[src/rtl/serial_match_scheduler_if.sv]
// serial_match_scheduler_if
// Bundles the requester-side request/data signals and the scheduler's
// grant, serial-detector and completion outputs.
//   req     : per-requester request, bit i = requester i
//   din     : requester words, din[i*W +: W] = requester i
//   gnt     : one-hot registered grant
//   busy    : job in progress (SHIFT or DONE)
//   sbit, z : bit presented to the shared detector and its Mealy output
//   done    : one-cycle completion pulse
//   done_id : requester whose job completed (held)
//   count   : detector hits for the completed word (held)
// Modports: master = requester front-ends, slave = scheduler.
interface serial_match_scheduler_if #(
  parameter int W = 8
);
  localparam int CW = $clog2(W) + 1;

  logic [3:0]     req;
  logic [4*W-1:0] din;
  logic [3:0]     gnt;
  logic           busy;
  logic           sbit;
  logic           z;
  logic           done;
  logic [1:0]     done_id;
  logic [CW-1:0]  count;

  modport master (
    output req, din,
    input  gnt, busy, sbit, z, done, done_id, count
  );

  modport slave (
    input  req, din,
    output gnt, busy, sbit, z, done, done_id, count
  );
endinterface

[src/rtl/serial_match_scheduler.sv]
// serial_match_scheduler
// Shares one bit-serial "two consecutive 1s" Mealy detector among four
// requesters. A round-robin arbiter picks a requester, its word is shifted
// MSB-first through the detector, hits are counted and reported with a
// one-cycle done pulse tagged with the requester ID.
// Ports:
//   Clock  : rising-edge clock
//   Resetn : asynchronous active-low reset
//   bus    : serial_match_scheduler_if slave modport (req/din in,
//            gnt/busy/sbit/z/done/done_id/count out)
//
// state | meaning
// IDLE  | waiting for any request; arbitrate and load on the grant edge
// SHIFT | presenting shreg MSB to the detector, one bit per cycle
// DONE  | done pulse; count/done_id valid; advance round-robin pointer
module serial_match_scheduler #(
  parameter int W = 8
) (
  input logic                     Clock,
  input logic                     Resetn,
  serial_match_scheduler_if.slave bus
);
  localparam int CW = $clog2(W) + 1;
  localparam int BW = $clog2(W);

  typedef enum logic [1:0] {IDLE, SHIFT, DONE} state_t;

  state_t        state, state_nxt;
  logic [1:0]    ptr;
  logic [1:0]    winner;
  logic [W-1:0]  shreg;
  logic [BW-1:0] bitcnt;
  logic [CW-1:0] hitcnt;
  logic          y;
  logic [3:0]    gnt_q;
  logic [1:0]    done_id_q;
  logic [CW-1:0] count_q;

  logic [1:0]    pick;
  logic          found;
  logic [1:0]    idx;
  logic          sbit_i;
  logic          z_i;
  logic          last_bit;

  // Round-robin search starting at ptr; first requester found wins.
  always_comb begin
    pick  = '0;
    found = 1'b0;
    idx   = '0;
    for (int k = 0; k < 4; k++) begin
      idx = ptr + 2'(k);
      if (!found && bus.req[idx]) begin
        pick  = idx;
        found = 1'b1;
      end
    end
  end

  assign sbit_i   = (state == SHIFT) & shreg[W-1];
  assign z_i      = sbit_i & y;
  assign last_bit = (bitcnt == BW'(W - 1));

  always_ff @(posedge Clock or negedge Resetn) begin
    if (!Resetn) state <= IDLE;
    else         state <= state_nxt;
  end

  always_comb begin
    state_nxt = state;
    case (state)
      IDLE:    if (found) state_nxt = SHIFT;
      SHIFT:   if (last_bit) state_nxt = DONE;
      DONE:    state_nxt = IDLE;
      default: state_nxt = IDLE;
    endcase
  end

  always_ff @(posedge Clock or negedge Resetn) begin
    if (!Resetn) begin
      ptr       <= '0;
      winner    <= '0;
      shreg     <= '0;
      bitcnt    <= '0;
      hitcnt    <= '0;
      y         <= 1'b0;
      gnt_q     <= '0;
      done_id_q <= '0;
      count_q   <= '0;
    end else begin
      case (state)
        IDLE: begin
          if (found) begin
            shreg  <= bus.din[pick*W +: W];
            gnt_q  <= 4'b0001 << pick;
            winner <= pick;
            bitcnt <= '0;
            hitcnt <= '0;
            y      <= 1'b0;
          end
        end
        SHIFT: begin
          shreg  <= {shreg[W-2:0], 1'b0};
          y      <= sbit_i;
          hitcnt <= hitcnt + CW'(z_i);
          bitcnt <= bitcnt + BW'(1);
          // Capture the total including the final bit's hit so count is
          // already valid during the DONE cycle.
          if (last_bit) begin
            count_q   <= hitcnt + CW'(z_i);
            done_id_q <= winner;
          end
        end
        DONE: begin
          gnt_q <= '0;
          ptr   <= winner + 2'd1;
        end
        default: ;
      endcase
    end
  end

  assign bus.gnt     = gnt_q;
  assign bus.busy    = (state != IDLE);
  assign bus.sbit    = sbit_i;
  assign bus.z       = z_i;
  assign bus.done    = (state == DONE);
  assign bus.done_id = done_id_q;
  assign bus.count   = count_q;
endmodule
[src/flat_wrapper.sv]
// flat-port wrapper written by rule: the top's interface ports become plain ports
module serial_match_scheduler_flat 
#(
  parameter int W = 8
)
  (Clock, Resetn, bus_req, bus_din, bus_gnt, bus_busy, bus_sbit, bus_z, bus_done, bus_done_id, bus_count);
  serial_match_scheduler_if #(.W(W)) bus_i ();
  input logic Clock;
  input logic Resetn;
  input wire logic [$bits(bus_i.req)-1:0] bus_req;
  input wire logic [$bits(bus_i.din)-1:0] bus_din;
  output wire logic [$bits(bus_i.gnt)-1:0] bus_gnt;
  output wire logic [$bits(bus_i.busy)-1:0] bus_busy;
  output wire logic [$bits(bus_i.sbit)-1:0] bus_sbit;
  output wire logic [$bits(bus_i.z)-1:0] bus_z;
  output wire logic [$bits(bus_i.done)-1:0] bus_done;
  output wire logic [$bits(bus_i.done_id)-1:0] bus_done_id;
  output wire logic [$bits(bus_i.count)-1:0] bus_count;
  assign bus_i.req = bus_req;
  assign bus_i.din = bus_din;
  assign bus_gnt = bus_i.gnt;
  assign bus_busy = bus_i.busy;
  assign bus_sbit = bus_i.sbit;
  assign bus_z = bus_i.z;
  assign bus_done = bus_i.done;
  assign bus_done_id = bus_i.done_id;
  assign bus_count = bus_i.count;
  serial_match_scheduler #(.W(W)) u_core (.Clock(Clock), .Resetn(Resetn), .bus(bus_i));
endmodule
[config.mk]
export PLATFORM = sky130hd
export DESIGN_NAME = serial_match_scheduler_flat
export DESIGN_NICKNAME = d
export VERILOG_FILES = /design/src/rtl/serial_match_scheduler_if.sv /design/src/rtl/serial_match_scheduler.sv /design/src/flat_wrapper.sv
export SDC_FILE = /design/constraint.sdc
export NUM_CORES = 1
export LEC_CHECK = 0
export CAP_MARGIN = 20
export CORE_MARGIN = 5
export CORE_UTILIZATION = 25
export CTS_BUF_LIST = sky130_fd_sc_hd__clkbuf_8
export DETAILED_ROUTE_END_ITERATION = 8
export HOLD_SLACK_MARGIN = 0.12
export PLACE_DENSITY = 0.47
export SKIP_CTS_REPAIR_TIMING = 1
export SYNTH_ARGS = -nofsm -noshare
export SYNTH_HDL_FRONTEND = slang
export SYNTH_SLANG_ARGS = --single-unit
export TNS_END_PERCENT = 50
[constraint.sdc]
create_clock -name Clock -period 2.9 [get_ports Clock]
set_clock_uncertainty 0.1 [all_clocks]
set_input_delay 0.29 -clock Clock [delete_from_list [all_inputs] [get_ports Clock]]
set_output_delay 0.29 -clock Clock [all_outputs]
set_load 0.005 [all_outputs]
==> Yosys cells after proc, flatten, opt, wreduce, memory -nomap -nowiden <==
Cells that the tools add are included.
{ "classes": {"n_addsub": 6, "order_cmp": 4, "eq_ne": 5, "shift": 2, "mux": 29, "n_bitwise": 2, "n_reduce_logical": 15} }
{ "op_table": {"columns": ["operator", "count"], "rows": [
  ["indexed part select 32 x 6 -> 8 bit", 1],
  ["case mux 4 bit (2 select lines)", 2],
  ["case mux 8 bit (2 select lines)", 1],
  ["less-than comparator 2 x 3 -> 1 bit, second input constant", 4],
  ["two-way mux 2 bit", 6],
  ["AND reduction 2 bit", 5],
  ["two-way mux 1 bit", 9],
  ["binary-select mux 1 bit (select 2 bit)", 4],
  ["two-way mux 4 bit", 2],
  ["two-way mux 8 bit", 1],
  ["case mux 3 bit (2 select lines)", 1],
  ["nonzero test 2 bit", 3],
  ["adder 2 x 1 -> 2 bit, second input constant", 2],
  ["adder 2 bit, second input constant", 2],
  ["adder 4 x 1 -> 4 bit", 1],
  ["inequality test 2 x 1 -> 1 bit, second input constant", 2],
  ["case mux 2 bit (2 select lines)", 1],
  ["<< shifter 1 x 2 -> 4 bit, first input constant", 1],
  ["adder 3 x 1 -> 3 bit, second input constant", 1],
  ["equality test 3 bit, second input constant", 1],
  ["logical AND 1 bit", 3],
  ["zero test 1 bit", 3],
  ["two-way mux 3 bit", 1],
  ["AND 1 bit", 2],
  ["4 further kinds", 4]
]} }
{ "totals": {"reg_bits": 32, "in_bits": 38, "output_inout_bits": 14} }

==> Logic depth before layout (Yosys ltp) <==
{ "logic_depth": {"word_depth": 15, "depth_mapped": 8, "mapped_depth_nobuf": 7} }

==> Worst setup path after synthesis <==
No wires, ideal clock.
{ "synth_timing": {"kind": "reg2reg", "start": "register u_core.state[0]", "end": "register u_core.count_q[1], in the netlist u_core.bus.count[1]", "setup_ns": 0.125, "arrival_time_ns": 1.729, "path_slack_ns": 0.947, "stages_incl_launch_ff": 7, "path_buffers": 1, "period_less_slack_ns": 1.953, "path_cell_list": "dfrtp_1 > and2b_2 > clkbuf_1 > and3_1 > ha_1 > ha_1 > mux2_2"} }
{ "synth_via": {"elab_chain_len": 4, "word_cells_on_any_way": 5} }
{ "synth_lines": {"columns": ["item", "line", "source"], "rows": [
  ["from (decl)", "serial_match_scheduler.sv:28", "state_t state, state_nxt;"],
  ["from (signal assigned)", "serial_match_scheduler.sv:66", "else state <= state_nxt;"],
  ["equality test 2 x 1 -> 1 bit", "serial_match_scheduler.sv:60", "assign sbit_i = (state == SHIFT) & shreg[W-1];"],
  ["AND 1 bit", "serial_match_scheduler.sv:60", null],
  ["AND 1 bit", "serial_match_scheduler.sv:61", "assign z_i = sbit_i & y;"],
  ["net bus_z", "flat_wrapper.sv:15", "output wire logic [$bits(bus_i.z)-1:0] bus_z;"],
  ["adder 4 x 1 -> 4 bit", "serial_match_scheduler.sv:110", "count_q <= hitcnt + CW'(z_i);"],
  ["to (signal assigned)", "serial_match_scheduler.sv:110", null],
  ["to (decl)", "serial_match_scheduler.sv:37", "logic [CW-1:0] count_q;"]
]} }
The timed path passes the listed nets, and every way through them passes these cells.
A chain may end at the register's enable or synchronous reset.

==> Worst setup path in the final report <==
{ "layout_timing": {"start": "register u_core.state[1]", "end": "output port bus_z"} }
{ "layout_via": {"elab_chain_len": 3} }
{ "layout_lines": {"columns": ["item", "line"], "rows": [
  ["equality test 2 x 1 -> 1 bit", "serial_match_scheduler.sv:60"],
  ["AND 1 bit", "serial_match_scheduler.sv:60"],
  ["AND 1 bit", "serial_match_scheduler.sv:61"],
  ["to (decl)", "flat_wrapper.sv:15"]
]} }
No other way between the ends.

==> results.sh <==
export IMPL_r2r_start="u_core.state[1]"
export IMPL_critPathRequiredTime_ps=2510
export IMPL_fill_cells=736
export IMPL_hold_violations=0
export IMPL_drive_gt1_frac=0.09362
export IMPL_power_frac_comb=0.473
export IMPL_path_delay_family="simple AND/OR/NAND/NOR gates"
export IMPL_die_height_um=95.28
export IMPL_drt_iter0_markers=50
export IMPL_clock_power_share=0.169
export IMPL_rr_endpoint="u_core.bus.count[1]"
export IMPL_grt_pass1_vias=1559
export IMPL_htreeDepth=2
export IMPL_outcome="finished, final reports clean"
export IMPL_gp_congestion=0.8080
export IMPL_final_cells=334
export IMPL_worstPathArrival_ps=1980
export IMPL_switching_share=0.3760
export IMPL_path_cells="and2b_2 -> and3_1 -> clkdlybuf4s50_1"
export IMPL_finalCritPeriodShare=0.8169
export IMPL_vias=1538
export IMPL_powerDensity_mw_per_mm2=892.3
export IMPL_dp_hpwl_mm=3.593
export IMPL_power_internal_mw=1.397
export IMPL_die_area_mm2=0.009077
export IMPL_num_rows=31
export IMPL_final_nets=277
export IMPL_ys_flop_type="dfrtp_1"
export IMPL_critPathSlowestCell="clkdlybuf4s50_1"
export IMPL_cp_start_kind="flop"
export IMPL_final_util=0.3496
export IMPL_path_clk_slew_ps=70
export IMPL_antenna_left=0
export IMPL_drv_slew=0
export IMPL_cts_buffers_inserted=5
export IMPL_syn_nets=226
export IMPL_initial_core_util=0.2534
export IMPL_synth_edf_count=0
export IMPL_fmax_mhz=422.1
export IMPL_n_antenna_cell=0
export IMPL_ios=52
export IMPL_min_period_ps=2369
export IMPL_die_x_um=95.28
export IMPL_vdd_drop_max_uv=210.5
export IMPL_grt_pass1_wl_mm=7.921
export IMPL_ctsRootBufferMaster="clkbuf_8"
export IMPL_viasPerCell=4.605
export IMPL_cp_max_fo=20
export IMPL_drc=0
export IMPL_ys_warn_count=0
export IMPL_hp_class="primary input to async pin"
export IMPL_synth_seq_cells=32
export IMPL_syn_cell_area_mm2=0.001818
export IMPL_rsz0062_at_grt="false"
export IMPL_path_class="flop to output port"
export IMPL_wl_mm=4.858
export IMPL_clockBufferDepth=2
export IMPL_port_buffers=51
export IMPL_setup_viol=0
export IMPL_antenna_found_initial=0
export IMPL_slew_headroom=0.6506
export IMPL_total_power_mw=2.239
export IMPL_synthCells=184
export IMPL_final_area_mm2=0.002509
export IMPL_synth_distinct_cells=41
export IMPL_areaGrowthSynthToFinish_pct=37.99
export IMPL_critPathMaxStageDelay_ps=520
export IMPL_drv_cap=0
export IMPL_clock_latency_ps=290
export IMPL_dp_cells=327
export IMPL_cts_sinks=32
export IMPL_worst_r2r_setup_slack_ps=800
export IMPL_p_switching_mw=0.8417
export IMPL_r2r_worst_path_cells=5
export IMPL_synth_yosys_seq_area_share=0.4405
export IMPL_async_flop_share=1.000
export IMPL_grt_total_usage=0.1149
export IMPL_firstDrtPassIters=4
export IMPL_pwr_share_seq=0.358
export IMPL_cp_end_kind="output port"
export IMPL_syn_avg_cell_area_um2=9.880
export IMPL_grt_overflow=0
export IMPL_crit_buf_inv=1
export IMPL_worst_pin_slew_ps=522.2
export IMPL_finalSetupTns_ps=0
export IMPL_grt_max_degree=33
export IMPL_core_area_mm2=0.007176
export IMPL_cts_tree="done"
export IMPL_p_leak_nw=1.090
export IMPL_dpl_cell_area_mm2=0.002412
export IMPL_wl_per_cell_um=14.54
-- power groups by stage --
stage | combinational (mW) | clock (mW) | sequential (mW)
after floorplan | 0.724 | 0 | 0.767
after global placement | 1.06 | 0 | 0.811
after detailed placement | 1.07 | 0 | 0.811
after CTS | 1.08 | 0.386 | 0.803
after global routing | 1.20 | 0.404 | 0.838
final | 1.06 | 0.379 | 0.801
-- registers in the layout, summed over array words and instances, names as in the netlist --
name / flops
u_core.state: 2
u_core.shreg: 8
u_core.ptr: 2
u_core.bus.done_id: 2
u_core.y: 1
u_core.bus.gnt: 4
u_core.bus.count: 4
u_core.hitcnt: 4
u_core.bitcnt: 3
u_core.winner: 2
-- layout by cell type (no fill, tap or decap), types with 4 or more instances in the layout --
| cell | synthesis | final |
|---|---|---|
| inv_1 | 4 | 4 |
| a21bo_1 | 4 | 4 |
| mux2_2 | 4 | 4 |
| nor2_1 | 6 | 6 |
| a21boi_0 | 4 | 4 |
| clkdlybuf4s50_1 | 0 | 51 |
| ha_1 | 4 | 4 |
| nand2_1 | 18 | 18 |
| a221oi_1 | 4 | 4 |
| and3_1 | 7 | 7 |
| nand3_1 | 13 | 13 |
| a32oi_1 | 4 | 4 |
| clkbuf_8 | 0 | 7 |
| o21ai_0 | 15 | 15 |
| o21ai_1 | 9 | 9 |
| o211ai_1 | 4 | 4 |
| a21oi_1 | 6 | 6 |
| dfrtp_1 | 32 | 32 |
| mux2i_1 | 9 | 9 |
-- Yosys cell counts (all sizes together), types with 2 or more instances --
cell type  instances  share of area
a21boi             5          0.021
nand2             19          0.041
o211ai             5          0.023
a21oi              6          0.017
buf                4          0.018
and3               8          0.028
clkbuf             4         0.0083
xnor2              2         0.0096
nor2               6          0.012
a221oi             4          0.019
a32oi              4          0.019
a21o               3          0.012
o21ai             24          0.066
mux2               4          0.025
or2b               2         0.0089
nand3             13          0.036
ha                 4          0.028
inv                4         0.0083
a21bo              4          0.022
o211a              2          0.011
and2               2         0.0069
a32o               2          0.012
mux2i              9          0.050
nand2b             3          0.010
dfrtp             32           0.44
or2                3          0.013
-- final cells by class --
type                    count  area (um2)  area share
well taps                  99       123.9     0.04938
flip-flops and latches     32       800.8      0.3192
clock buffers               7       96.34     0.03840
repair buffers             52       518.0      0.2065
inverters                   4       15.01    0.005985
multi-input cells         140       954.7      0.3805
-- worst register-to-register path, cell delays in order, from the launching register on --
cell and delay (ps):
dfrtp_1 390, and2b_2 500, and3_1 290, ha_1 200, ha_1 250, mux2_2 260
-- layer usage --
metal	routed length, um	GRT usage	vias to the layer above
met4	61	0.03606	0
li1	-	-	785
met1	2434	0.1630	712
met3	262	0.03946	5
met5	0	0	-
met2	2099	0.1627	36
-- kinds of logic (layout without fill, tap and decap cells) --
family                   count (synthesis)  count (layout)  synth area share
buffers and inverters                   12              63           0.03441
adder cells (fa/ha/maj)                  4               4           0.02753
AO/OA/AOI/OAI                           61              61            0.2354
AND/OR/NAND/NOR                         59              59            0.1734
flip-flops                              32              32            0.4405
XOR/XNOR                                 3               3           0.01446
multiplexers                            13              13           0.07433
-- metrics by stage --
step / hold slack [ps] / setup WS (ps)
3_3_place_gp: 351.6 / 623.4
4_1_cts: 324.9 / 508.5
6_report: 309.2 / 531.0
2_1_floorplan: -105.6 / 946.6
3_5_place_dp: 358.9 / 627.8
5_1_grt: 351.7 / 405.1
-- how the worst max path moves through the flow --
stage | from | endpoint | slack [ps] | depth (start not counted)
floorplan | u_core.state[0] | u_core.bus.count[1] | 950 | 6
global placement | bus_req[2] | u_core.shreg[6] | 620 | 6
detailed placement | bus_req[2] | u_core.shreg[6] | 630 | 6
CTS | u_core.state[1] | bus_z | 510 | 3
global route | u_core.state[1] | bus_z | 410 | 3
finish | u_core.state[1] | bus_z | 530 | 3
No activity file was read; power rests on OpenSTA's default activity.
